<file path="config.mk">
export PLATFORM = sky130hd
export DESIGN_NAME = uart_tx_buf
export DESIGN_NICKNAME = d
export VERILOG_FILES = /design/src/rtl/uart_tx_buf.sv
export SDC_FILE = /design/constraint.sdc
export NUM_CORES = 1
export LEC_CHECK = 0
export CORE_AREA = 3 3 94 96
export DETAILED_ROUTE_END_ITERATION = 7
export DIE_AREA = 0 0 97 99
export DONT_BUFFER_PORTS = 1
export PLACE_DENSITY = 0.69
export SLEW_MARGIN = 0
export SYNTH_ARGS = -nofsm -noshare
export SYNTH_HDL_FRONTEND = slang
export SYNTH_SLANG_ARGS = --single-unit
</file>
<file path="constraint.sdc">
create_clock -name clk -period 6.72 [get_ports clk]
set_clock_uncertainty 0.2 [all_clocks]
set_input_delay 0.672 -clock clk [delete_from_list [all_inputs] [get_ports clk]]
set_output_delay 0.672 -clock clk [all_outputs]
set_load 0.02 [all_outputs]
</file>
<file path="src/rtl/uart_tx_buf.sv">
// uart_tx_buf: byte FIFO feeding an 8N1 serial transmitter with a registered line output.
// A write into a full FIFO is kept only when the transmitter pops a byte on the same edge.
module uart_tx_buf #(
  parameter int CLK_FREQ = 12000000,
  parameter int BAUD     = 115200,
  parameter int DEPTH    = 8
) (
  input  logic       clk,
  input  logic       rst,
  input  logic [7:0] tx_data,
  input  logic       tx_data_rdy,
  output logic       o_serial_data,
  output logic       tx_busy,
  output logic       fifo_full,
  output logic       drop_err
);

  // state | meaning
  // IDLE  | line high, waiting for a queued byte
  // START | start bit (low) for one bit period
  // DATA  | data bits shift[idx], LSB first
  // STOP  | stop bit (high); last cycle pops the next byte if one is queued

  localparam int DIV = CLK_FREQ / BAUD;
  localparam int BCW = (DIV > 1) ? $clog2(DIV) : 1;
  localparam logic [BCW-1:0] BAUD_LAST = BCW'(DIV - 1);
  localparam int PW = $clog2(DEPTH);
  localparam logic [PW:0] FULL_CNT = (PW+1)'(DEPTH);

  typedef enum logic [1:0] {S_IDLE, S_START, S_DATA, S_STOP} state_t;

  state_t          state_q, state_d;
  logic [BCW-1:0]  baud_q, baud_d;
  logic [2:0]      idx_q, idx_d;
  logic [7:0]      shift_q, shift_d;
  logic [PW-1:0]   rd_ptr_q, rd_ptr_d;
  logic [PW-1:0]   wr_ptr_q, wr_ptr_d;
  logic [PW:0]     count_q, count_d;
  logic            drop_q, drop_d;
  logic            serial_q, serial_d;
  logic [7:0]      mem [DEPTH];

  logic            baud_tc;
  logic            non_empty;
  logic            pop;
  logic            push;

  assign baud_tc   = (baud_q == '0);
  assign non_empty = (count_q != '0);

  always_ff @(posedge clk) begin
    if (rst) begin
      state_q  <= S_IDLE;
      baud_q   <= '0;
      idx_q    <= '0;
      shift_q  <= '0;
      rd_ptr_q <= '0;
      wr_ptr_q <= '0;
      count_q  <= '0;
      drop_q   <= 1'b0;
      serial_q <= 1'b1;
    end else begin
      state_q  <= state_d;
      baud_q   <= baud_d;
      idx_q    <= idx_d;
      shift_q  <= shift_d;
      rd_ptr_q <= rd_ptr_d;
      wr_ptr_q <= wr_ptr_d;
      count_q  <= count_d;
      drop_q   <= drop_d;
      serial_q <= serial_d;
    end
  end

  always_ff @(posedge clk) begin
    if (!rst && push) begin
      mem[wr_ptr_q] <= tx_data;
    end
  end

  always_comb begin
    state_d = state_q;
    baud_d  = baud_q;
    idx_d   = idx_q;
    shift_d = shift_q;
    pop     = 1'b0;
    case (state_q)
      S_IDLE: begin
        if (non_empty) begin
          pop     = 1'b1;
          shift_d = mem[rd_ptr_q];
          baud_d  = BAUD_LAST;
          state_d = S_START;
        end
      end
      S_START: begin
        if (baud_tc) begin
          baud_d  = BAUD_LAST;
          idx_d   = 3'd0;
          state_d = S_DATA;
        end else begin
          baud_d = baud_q - BCW'(1);
        end
      end
      S_DATA: begin
        if (baud_tc) begin
          baud_d = BAUD_LAST;
          if (idx_q == 3'd7) begin
            state_d = S_STOP;
          end else begin
            idx_d = idx_q + 3'd1;
          end
        end else begin
          baud_d = baud_q - BCW'(1);
        end
      end
      S_STOP: begin
        if (baud_tc) begin
          if (non_empty) begin
            pop     = 1'b1;
            shift_d = mem[rd_ptr_q];
            baud_d  = BAUD_LAST;
            state_d = S_START;
          end else begin
            state_d = S_IDLE;
          end
        end else begin
          baud_d = baud_q - BCW'(1);
        end
      end
      default: state_d = S_IDLE;
    endcase
  end

  // A pop on the same edge frees the slot a full-FIFO write needs.
  always_comb begin
    push     = tx_data_rdy && ((count_q != FULL_CNT) || pop);
    drop_d   = drop_q || (tx_data_rdy && !push);
    wr_ptr_d = push ? (wr_ptr_q + PW'(1)) : wr_ptr_q;
    rd_ptr_d = pop  ? (rd_ptr_q + PW'(1)) : rd_ptr_q;
    case ({push, pop})
      2'b10:   count_d = count_q + (PW+1)'(1);
      2'b01:   count_d = count_q - (PW+1)'(1);
      default: count_d = count_q;
    endcase
  end

  always_comb begin
    serial_d = 1'b1;
    case (state_d)
      S_START: serial_d = 1'b0;
      S_DATA:  serial_d = shift_d[idx_d];
      default: serial_d = 1'b1;
    endcase
  end

  assign o_serial_data = serial_q;
  assign tx_busy       = (state_q != S_IDLE) || non_empty;
  assign fifo_full     = (count_q == FULL_CNT);
  assign drop_err      = drop_q;

endmodule

</file>
==> impl_metrics.toml, run 1 <==
[global_routing]
grt-ovfl-total = 0
grt_use_total_pct = 17.4
grt_pass1_wl_um = 13100
grt_max_degree = 39
antenna_found_initial = 0
grt_pass1_vias = 2540

[worst_setup_path]
r2r_start = "baud_q[0]"
cp_data_required_time_ns = 6.50
cp-end-kind = "flip-flop"
r2r-end = "mem[3][6]"
crit_end = "mem[3][6]"
ff2ff_setup_slack_ns = 3.11
start_kind = "flip-flop"
crit_path_start = "baud_q[0]"
critPathArrivalTime_ns = 3.39
path_class = "flip-flop to flip-flop"
rr_worst_depth = 7
path_max_fanout = 16

[sta]
finalHoldViolations = 0
slew_viol_final = 0
period_needed_ns = 3.61
finalSetupViolations = 0
slew_headroom_pct = 17.5
grt_setup_unrepaired = "false"
period_share_pct = 53.7
fmax_mhz = 277
timing.setup.tns_ns = 0
tightest_slew_ns = 1.23

[yosys]
synth.area.top_cells = "edfxtp_1, dfxtp_1, mux4_2, nor2_1, ha_1"
synth_edf_count = 64
synth_nets = 348
syn_avg_cell_area_um2 = 13.5
synth-compound-area-share_pct = 8.28
synth-async-reset-ratio_pct = 0
yosys.area.top_type_share_pct = 44.0
yosysTopAreaCell = "edfxtp_1"
yosys_warnings = 0
synth_seq_cells = 99
syn_inst = 324
synth_xor_area_share_pct = 1.80
synth.area.mux_share_pct = 11.7
synthSimpleGateAreaFrac_pct = 11.7
seq_area_frac_synth_pct = 60.0
synth_top_family_by_area = "simple AND/OR/NAND/NOR gates"
synth_cell_types = 56
synth_ff_type = "edfxtp_1"
synthAdderAreaFrac_pct = 3.90
syn_area_um2 = 4370

[floorplan]
fp.dieW_um = 97
io_pins = 15
core_area_um2 = 8130
rows = 33
dieArea_um2 = 9600
start_util_pct = 53.7
die_h_um = 99

[drt]
vias = 2502
drt-pass1-iter-count = 4
drc = 0
detail-route-antenna-nets = 0
vias_per_cell = 5.78
drtIter0Drc = 144
routedWlPerCell_um = 17.8
drt_wl_total_um = 7700

[cts]
clkTransAtPathRegs_ns = 0.10
cts_tree = "yes"
cts_hold_buf = 0
cts_resized = 0
clkLatencyLatePin_ns = 0.36
cts_setup_buffers = 0
cts-root-buf = "clkbuf_8"
cts.sinks = 99
htree_levels = 3
numCtsBuffers = 9
clockBufferDepth = 2

[layout]
seq_area_um2 = 2620
nFillCells = 646
utilization_pct = 57.0
multi_input_area_um2 = 1650
n_antenna_cell = 0
layout_common_cells = "edfxtp_1, nor2_1, dfxtp_1"
final_common_cell = "edfxtp_1"
areaGrowthSynthToFinish_pct = 6.10
layout.nets = 347
layout-drive-gt1-share_pct = 17.4

[power]
switching_share_pct = 38.0
power_density_nw_per_um2 = 406
p_seq_share_pct = 42.4
p_total_w = 0.00188
peakVddDrop_uv = 162
comb_power_share_pct = 38.6
clkPwrFrac_pct = 19.0
switching_power_w = 0.000714
p_int_w = 0.00117
power_leakage_nw = 1.57

[run]
cap_violations = 0

[placed_design]
place.gp.congestion = 0.802
dp_hpwl_um = 5200
io_buffers = 0

[status]
outcome = "complete, no violations"

[min_path]
hp-class = "primary input to flip-flop"
worst min path at each step:
stage	slack (ns)	to	cells after the start	start
6_report	0.16	idx_q[1]	1	rst
5_1_grt	0.15	idx_q[0]	1	rst
4_1_cts	0.15	idx_q[1]	1	rst
3_5_place_dp	0.29	shift_q[0]	2	shift_q[0]
3_3_place_gp	0.28	shift_q[7]	2	shift_q[7]
2_1_floorplan	0.27	shift_q[0]	2	shift_q[0]
worst max-delay path, cell delays in order (launching register included):
cell	delay, ns
dfxtp_1	0.35
inv_1	0.09
ha_1	0.15
nor4b_4	0.35
a31oi_1	0.19
nor3_4	0.57
o21ai_1	0.30
nor3_1	1.03
power groups by stage:
stage | Clock, W | Sequential, W | Combinational [W]
after CTS | 0.000366 | 0.000797 | 0.000729
after global routing | 0.000390 | 0.000807 | 0.000825
after floorplan | 0 | 0.000786 | 0.000621
after global placement | 0 | 0.000808 | 0.000711
after detailed placement | 0 | 0.000811 | 0.000726
final | 0.000357 | 0.000797 | 0.000726
flip-flops by register name, summed over array words and instances, names as in the netlist, 2 cells and up, named ones only:
| signal | count |
|---|---|
| wr_ptr_q | 3 |
| idx_q | 3 |
| state_q | 2 |
| count_q | 4 |
| rd_ptr_q | 3 |
| shift_q | 8 |
| mem | 64 |
| baud_q | 7 |
synthesized netlist by cell type, types with 2 or more instances:
library cell  count
nand2b_1          2
xnor2_1           7
a21oi_1          13
mux2i_1           5
nor2b_1           3
buf_2             2
edfxtp_1         64
nand3_1           3
o21ai_0           6
mux2_2            9
nor2_1           45
buf_1             2
inv_1            12
a31oi_1           2
a211oi_1          2
or3_1             4
o31ai_1           2
nand2_1          15
ha_1             12
nor3_1           10
mux4_2           16
a22oi_1           9
buf_6             2
dfxtp_1          35
or3b_2            2
a21o_1            2
clkbuf_1          7
nand3b_1          2
xor2_1            2
through the flow:
| stage | setup slack [ns] | hold slack (ns) | std cells | cell area (µm²) |
|---|---|---|---|---|
| floorplan | 3.51 | 0.267 | 324 | 4370 |
| global placement | 3.26 | 0.284 | 417 | 4450 |
| detailed placement | 3.11 | 0.292 | 417 | 4450 |
| CTS | 3.10 | 0.153 | 433 | 4630 |
| global route | 2.79 | 0.146 | 433 | 4630 |
| finish | 3.11 | 0.160 | 433 | 4630 |
metal layers:
| layer | vias up | track usage (%) | part of all wire (%) |
|---|---|---|---|
| met4 | 0 | 7.67 | 1.3 |
| met5 | - | 0 | 0 |
| met2 | 61 | 27.3 | 47 |
| li1 | 1213 | - | - |
| met3 | 10 | 3.18 | 5.7 |
| met1 | 1218 | 23.8 | 46 |
kinds of logic after synthesis:
group                    Yosys count
XOR/XNOR                           9
AND/OR/NAND/NOR                   98
buffers and inverters             25
flip-flops                        99
AO/OA/AOI/OAI                     50
adder cells (fa/ha/maj)           13
multiplexers                      30
cell type report:
| cell class | count | area share, % |
|---|---|---|
| multi-input combinational | 200 | 35.5 |
| timing repair buffer | 1 | 0.162 |
| sequential | 99 | 56.6 |
| clock inverter | 6 | 1.16 |
| inverter | 12 | 0.972 |
| tap | 105 | 2.83 |
| clock buffer | 10 | 2.75 |
(Power assumes the default switching activity.)
==> inputs of run 2 (changes only) <==
clock period = 3.6 ns   (was 6.72 ns; I/O delays follow)
==> impl_metrics.toml, run 2 (synthesis gave the netlist of run 1 again) <==
[worst_setup_path]
start_kind = "flip-flop"
critPathArrivalTime_ns = 2.75
crit_path_start = "baud_q[0]"
path_class = "flip-flop to flip-flop"
cp_data_required_time_ns = 3.47
r2r_start = "baud_q[0]"
path_max_fanout = 15
cp-end-kind = "flip-flop"

[sta]
finalHoldViolations = 0
timing.setup.tns_ns = 0
fmax_mhz = 348
tightest_slew_ns = 0.472
slew_viol_final = 0
period_share_pct = 79.8
period_needed_ns = 2.87
slew_headroom_pct = 68.5
grt_setup_unrepaired = "false"
finalSetupViolations = 0

[drt]
vias = 2595
vias_per_cell = 5.73
detail-route-antenna-nets = 0
drtIter0Drc = 109
drt-pass1-iter-count = 4
drc = 0
routedWlPerCell_um = 17.4
drt_wl_total_um = 7860

[cts]
clockBufferDepth = 2
cts_resized = 0
cts-root-buf = "clkbuf_8"
clkTransAtPathRegs_ns = 0.10
cts_setup_buffers = 0
cts_tree = "yes"
clkLatencyLatePin_ns = 0.37
htree_levels = 3
numCtsBuffers = 9
cts.sinks = 99

[global_routing]
grt-ovfl-total = 0
grt_pass1_vias = 2554
grt_pass1_wl_um = 13100
antenna_found_initial = 0
grt_use_total_pct = 17.7
grt_max_degree = 34

[power]
power_density_nw_per_um2 = 737
switching_share_pct = 37.9
comb_power_share_pct = 39.0
switching_power_w = 0.00135
peakVddDrop_uv = 299
power_leakage_nw = 1.68
p_seq_share_pct = 41.8
clkPwrFrac_pct = 19.2
p_int_w = 0.00221

[layout]
nFillCells = 627
final_cell_area_um2 = 4820
layout-drive-gt1-share_pct = 19.5
regMostFlops = "mem"
n_antenna_cell = 0
layout_common_cells = "edfxtp_1, nor2_1, dfxtp_1"
utilization_pct = 59.3
layout.nets = 367
largest_reg_flops = 64
areaGrowthSynthToFinish_pct = 10.4
top_regs = "mem x64, shift_q x8, baud_q x7"
final_common_cell = "edfxtp_1"

[floorplan]
start_util_pct = 53.7
rows = 33
io_pins = 15
fp.dieW_um = 97
die_h_um = 99
core_area_um2 = 8130
dieArea_um2 = 9600

[run]
cap_violations = 0

[status]
outcome = "complete, no violations"

[min_path]
hp-class = "primary input to flip-flop"
min_from = "rst"

[placed_design]
dp_hpwl_um = 5190
place_area_um2 = 4530
io_buffers = 0
place.gp.congestion = 0.866
[run 2: stage by stage]
stage | power, W | worst slack (ns) | hold slack [ns] | std cells
after floorplan | 0.00263 | 0.390 | 0.259 | 324
after global placement | 0.00286 | 0.811 | 0.233 | 427
after detailed placement | 0.00288 | 0.751 | 0.236 | 427
after CTS | 0.00358 | 0.698 | 0.0328 | 453
after global routing | 0.00381 | 0.499 | 0.0265 | 453
final | 0.00355 | 0.726 | 0.0375 | 453
[run 2: worst max-delay path: stages, from the launching register on]
cell	delay, ns
dfxtp_1	0.34
inv_1	0.08
ha_1	0.15
nor4b_4	0.35
a31oi_1	0.20
nor3_4	0.20
buf_4	0.23
o21a_1	0.24
nand2_1	0.15
nor4_2	0.21
buf_4	0.25
[run 2: power groups by stage]
| stage | logic, W | registers [W] | clock network [W] |
|---|---|---|---|
| CTS | 0.00139 | 0.00149 | 0.000697 |
| global placement | 0.00134 | 0.00151 | 0 |
| detailed placement | 0.00136 | 0.00152 | 0 |
| finish | 0.00139 | 0.00149 | 0.000681 |
| floorplan | 0.00116 | 0.00147 | 0 |
| global route | 0.00156 | 0.00151 | 0.000743 |
[run 2: metal layers]
layer / track usage (%) / up-vias / share of wire, %
li1: - / 1250 / -
met1: 24.3 / 1283 / 46
met2: 27.5 / 52 / 47
met3: 5.10 / 10 / 5.3
met4: 5.94 / 0 / 1.2
met5: 0 / - / 0
[run 2: timing repair]
item | 4_1_cts | 5_1_grt
setup endpoints to repair | 0 | 0
hold endpoints to repair | 99 | 0
hold buffers | 10 | 0
[run 2: worst paths after layout]
path,cells after the start,end,slack (ns)
worst min-delay path,2,o_serial_data,0.04
worst max-delay path,10,mem[4][6],0.73
worst max register to register,10,mem[4][6],0.73
worst min register to register,2,baud_q[1],0.31
[run 2: layout make-up]
class	count	area, µm²	area share [%]
Tap cell	105	131	2.72
Timing Repair Buffer	21	193	3.99
Multi-Input combinational cell	200	1650	34.1
Clock inverter	7	61.3	1.27
Sequential cell	99	2620	54.4
Clock buffer	9	124	2.57
Inverter	12	45.0	0.934
==> inputs of run 3 (changes only) <==
PLACE_DENSITY = 0.71   (was 0.69)
clock period = 2.5 ns   (was 3.6 ns; I/O delays follow)
==> impl_metrics.toml, run 3 (synthesis gave the netlist of run 1 again) <==
[layout]
largest_reg_flops = 64
regMostFlops = "mem"
top_regs = "mem x64, shift_q x8, baud_q x7"
final_cell_area_um2 = 5610
layout_common_cells = "edfxtp_1, buf_4, nor2_1"
n_antenna_cell = 0
areaGrowthSynthToFinish_pct = 28.4
layout.nets = 424
final_common_cell = "edfxtp_1"
layout-drive-gt1-share_pct = 37.0

[worst_setup_path]
rr_worst_depth = 9
path_buf_inv = 3
path_max_fanout = 7
cp_data_required_time_ns = 2.60
cp.depth = 9
cp_cell_sequence = "inv_1 > ha_1 > inv_1 > a21o_1 > a211oi_4 > buf_4 > mux2_4 > or3_1 > a41oi_2"
critPathArrivalTime_ns = 2.83
cp-end-kind = "flip-flop"
cpLargestDelayFamily = "compound AO/OA/AOI/OAI gates"
crit_path_top_delay_cell = "ha_1"
path_class = "flip-flop to flip-flop"
start_kind = "flip-flop"
crit_top_cell = "inv_1"
max_stage_delay_ns = 0.48

[cts]
clkLatencyLatePin_ns = 0.37
cts_tree = "yes"
clockBufferDepth = 2
htree_levels = 3
clkTransAtPathRegs_ns = 0.11
cts-root-buf = "clkbuf_8"
numCtsBuffers = 9
cts.sinks = 99

[floorplan]
start_util_pct = 53.7
rows = 33
dieArea_um2 = 9600
io_pins = 15
die_h_um = 99
core_area_um2 = 8130
fp.dieW_um = 97

[drt]
drtIter0Drc = 178
drt-pass1-iter-count = 4
detail-route-antenna-nets = 0
routedWlPerCell_um = 18.3
drt_wl_total_um = 9310
drc = 0
vias = 2859
vias_per_cell = 5.61

[power]
power_density_nw_per_um2 = 1130
power_leakage_nw = 2.04
peakVddDrop_uv = 516
p_total_w = 0.00634

[global_routing]
grt_pass1_wl_um = 14800
grt_pass1_vias = 2898
grt_max_degree = 39
grt_use_total_pct = 20.0
grt-ovfl-total = 0
antenna_found_initial = 0

[placed_design]
place.gp.congestion = 0.835
place_ws_ns = -0.121
io_buffers = 0
place_area_um2 = 5000
dp_hpwl_um = 5960

[min_path]
hold_depth = 4
hp-class = "primary input to flip-flop"

[run]
cap_violations = 0

[sta]
finalSetupViolations = 11
grt_setup_unrepaired = "true"
tightest_slew_ns = 0.487
setup_ws_ns = -0.228
finalHoldViolations = 0
fmax_mhz = 367
period_share_pct = 109
period_needed_ns = 2.73
slew_viol_final = 0
slew_headroom_pct = 67.5

[status]
outcome = "finished with violations"
violations = "negative setup slack"
[run 3: cell types whose count changed in the layout (fill, tap and decap cells not counted), moves of 3 or more]
cell,previous run,this run
nor3_1,10,7
buf_4,11,48
inv_2,0,3
dlygate4sd3_1,9,12
nor3_4,1,4
nor2_1,45,42
a22oi_1,9,5
buf_12,1,8
nor2_4,0,3
inv_1,12,9
a22oi_2,0,4
buf_6,0,10
[run 3: path summary, 6_finish.rpt]
check | from | end | slack (ns)
min reg2reg | shift_q[5] | shift_q[5] | 0.32
max reg2reg | state_q[0] | o_serial_data | -0.23
max | state_q[0] | o_serial_data | -0.23
min | tx_data_rdy | count_q[2] | 0.1
[run 3: repair_timing]
| action | 4_1_cts | 5_1_grt |
|---|---|---|
| setup buffers | 6 | 9 |
| endpoints found under the hold margin | 99 | 35 |
| pin swaps | 5 | 15 |
| hold buffers | 11 | 3 |
| gates resized for setup | 5 | 22 |
| endpoints found under the setup margin | 35 | 70 |
[run 3: worst register-to-register path, cell delays in order, from the launching register on]
cell,delay [ns]
dfxtp_1,0.35
inv_1,0.06
ha_1,0.48
inv_1,0.15
a21o_1,0.22
a211oi_4,0.29
buf_4,0.16
mux2_4,0.29
or3_1,0.33
a41oi_2,0.14
[run 3: cell type report]
type	instances	area [µm²]
inverters	12	45.0
well taps	105	131
fillers	506	2530
multi-input cells	200	1830
flip-flops and latches	99	2630
repair buffers	78	753
clock buffers	9	124
clock inverters	7	103
[run 3: where the power goes]
| part | switching (W) | total, W | internal [W] |
|---|---|---|---|
| clock network | 0.000626 | 0.00113 | 0.000501 |
| registers | 0.000160 | 0.00211 | 0.00195 |
| logic | 0.00156 | 0.00310 | 0.00154 |
| total | 0.00235 | 0.00634 | 0.00399 |
[run 3: stage by stage]
stage	TNS (ns)	util, %	cells	hold WS (ns)
5_1_grt	-5.44	68.9	510	0.0864
4_1_cts	-1.34	66.5	499	-0.280
3_3_place_gp	-0.0910	61.5	466	0.125
2_1_floorplan	-4.36	-	324	0.149
6_report	-0.330	68.9	510	0.0999
3_5_place_dp	-1.08	61.5	466	0.126
[run 3: per-layer routing]
layer	up-vias	GRT usage, %	share of wire, %
met5	-	0	0
met4	0	7.78	2.3
met3	19	5.31	5.5
met2	78	32.3	49
met1	1396	26.1	43
li1	1366	-	-
==> edit, RTL diff (config.mk and constraints of run 2) <==
Re-encode `state_t` (4 states) as one-hot, 4 bits wide.
--- a/src/rtl/uart_tx_buf.sv
+++ b/src/rtl/uart_tx_buf.sv
@@ -28,5 +28,5 @@
   localparam logic [PW:0] FULL_CNT = (PW+1)'(DEPTH);
 
-  typedef enum logic [1:0] {S_IDLE, S_START, S_DATA, S_STOP} state_t;
+  typedef enum logic [3:0] {S_IDLE = 4'b0001, S_START = 4'b0010, S_DATA = 4'b0100, S_STOP = 4'b1000} state_t;
 
   state_t          state_q, state_d;
Formal check against the unedited RTL: no difference found for any inputs over 10 cycles, from zero or initial values and one cycle with rst high; not proved beyond that.
==> edit against run 2 <==
First-iteration DRC count grew 24%; combinational power decreased by 5%; design area up 3.9%; worst setup slack worse by 0.13 ns; synthesized cell count grew 12%; via count is 9.6% higher; sequential cell count grew 2; power rose by 0.34%; wire length up 8.9%; area after synthesis rose by 3.8%; critical endpoint is now count_q[3]$_SDFFE_PP0P_.
==> edit: results (changes against run 2) <==
----------------------------------------------------
[Status]
  Status ... complete, no violations

[Clock network]
  Clock-pin slew reported for the worst setup and hold paths after clock tree synthesis ... 0.11 ns
  Latest clock arrival within the worst-skew pair ... 0.37 ns (about the same)
  Deepest clock path buffer count ... 2 (unchanged)
  Clock root buffer master ... sky130_fd_sc_hd__clkbuf_8
  Number of buffers created by CTS ... 9 (unchanged)
  Post-cts sizing count ... 0 (unchanged)
  H-tree depth reported by CTS ... 3 (unchanged)
  Setup Buffers After CTS ... 0 (unchanged)
  Number of hold buffers added after CTS ... 11 (+1)

[Global routing]
  First-pass GRT wire length ... 14.2 mm (+8.9%)
  Largest net degree at the start of global routing ... 32 (-5.9%)
  Via count of the first global-routing pass ... 2,797 (+9.5%)
  Antenna violations before repair ... 0 (unchanged)
  Global router's overall resource usage ... 18.9% (+1.1 points)

[Pwr]
  Leakage component of the power ... 0.00172 uW (+2.8%)
  Maximum vdd ir drop ... 0.000290 V (-2.8%)

[Hold path]
  Hold WC Path Type ... input pin to register

[Place]
  Number of buffers inserted by port buffering ... 0 (unchanged)
  Placed wire-length estimate after detailed placement ... 5.78 mm (+11%)
  Routability congestion estimate from global placement ... 0.852 (-1.6%)
  Standard cell area after detailed placement ... 4690 um2 (+3.5%)

[Route]
  Total routed wirelength ... 8.56 mm (+8.9%)
  Initial drt markers ... 135 (+24%)
  Vias per cell ... 5.80 (+1.3%)

[Layout]
  Ratio of cells with drive above 1 in the final layout ... 16.4% (-3.2 points)
  Final #Nets ... 398 (+8.4%)
  # fillers ... 617 (-1.6%)
  Largest registers ... mem: 64 flops, shift_q: 8 flops, baud_q: 7 flops
  Final antenna diode count ... 0 (unchanged)

[Synth]
  Leading post-synthesis cells by cell area ... sky130_fd_sc_hd__edfxtp_1, sky130_fd_sc_hd__dfxtp_1, sky130_fd_sc_hd__mux4_2
  Total number of yosys warnings ... 0 (unchanged)
  Leading cell types by count after synthesis ... sky130_fd_sc_hd__edfxtp_1, sky130_fd_sc_hd__dfxtp_1, sky130_fd_sc_hd__nor2_1
  Number of flops mapped to enable cells by yosys ... 64 (unchanged)
  Sequential-to-total area share from yosys stat ... 58.7% (-1.3 points)
  Total nets after synthesis ... 380 (+9.2%)
  Post-synthesis async set-or-reset flop share ... 0% (unchanged)
  Post-synthesis cell type count ... 55 (-1.8%)

[Timing]
  Max-slew headroom at the worst pin ... 53.2% (-15 points)

[Critical path]
  Biggest fanout along the worst timing path ... 11 (-4)
  Data arrival time of the critical path ... 3.08 ns (+0.33 ns)

----------------------------------------------------
edit: routing by layer:
metal / track usage [%] / vias up / routed length (um)
li1: - / 1392 / -
met1: 24.5 / 1372 / 3840
met2: 31.1 / 63 / 4230
met3: 4.25 / 17 / 282
met4: 7.45 / 0 / 210
met5: 0 / - / 0
edit: final timing paths:
check / startpoint / to / slack, ns / cells past startpoint
worst max register to register: baud_q[0]$_SDFFE_PP0P_ / count_q[3]$_SDFFE_PP0P_ / 0.59 / 14
worst max-delay path: baud_q[0]$_SDFFE_PP0P_ / count_q[3]$_SDFFE_PP0P_ / 0.59 / 14
worst min-delay path: rst / baud_q[3]$_SDFFE_PP0P_ / 0.05 / 2
worst min register to register: shift_q[5]$_SDFF_PP0_ / shift_q[5]$_SDFF_PP0_ / 0.27 / 2
edit: where the power goes:
part	internal [uW]	total, uW	leakage [uW]	switching [uW]
logic	577	1320	0.000739	738
registers	1380	1540	0.000882	165
clock network	279	711	0.000104	432
edit: critical path, stage by stage (launching register included):
cell,delay (ns)
sky130_fd_sc_hd__dfxtp_1,0.33
sky130_fd_sc_hd__inv_1,0.08
sky130_fd_sc_hd__ha_1,0.19
sky130_fd_sc_hd__nor4b_4,0.19
sky130_fd_sc_hd__buf_4,0.21
sky130_fd_sc_hd__a31o_4,0.23
sky130_fd_sc_hd__nand2_2,0.13
sky130_fd_sc_hd__nor2_2,0.24
sky130_fd_sc_hd__ha_1,0.27
sky130_fd_sc_hd__a21o_1,0.17
sky130_fd_sc_hd__a21oi_1,0.19
sky130_fd_sc_hd__nor2_1,0.07
sky130_fd_sc_hd__a22oi_1,0.18
sky130_fd_sc_hd__xor2_1,0.16
sky130_fd_sc_hd__nor2_1,0.05
edit: final cells by class:
class	count	area (um2)	share of cell area (%)
clock inverters	7	81.3	1.62
well taps	105	131	2.62
clock buffers	9	124	2.47
inverters	12	45.0	0.899
repair buffers	25	225	4.49
flip-flops and latches	101	2660	53.1
multi-input cells	231	1740	34.8
edit: stage by stage:
stage | setup WS (ns) | cells
after floorplan | 0.560 | 362
after global placement | 0.749 | 463
after detailed placement | 0.616 | 463
after CTS | 0.586 | 490
after global routing | 0.334 | 490
final | 0.592 | 490
edit: logic make-up after synthesis:
kind of cell    share of synthesized area, %
simple gates                            14.3
buf+inv                                 3.12
compound gates                          10.0
xor+xnor                                1.55
flops                                   58.7
mux                                     10.2
fa+ha+maj                               2.10
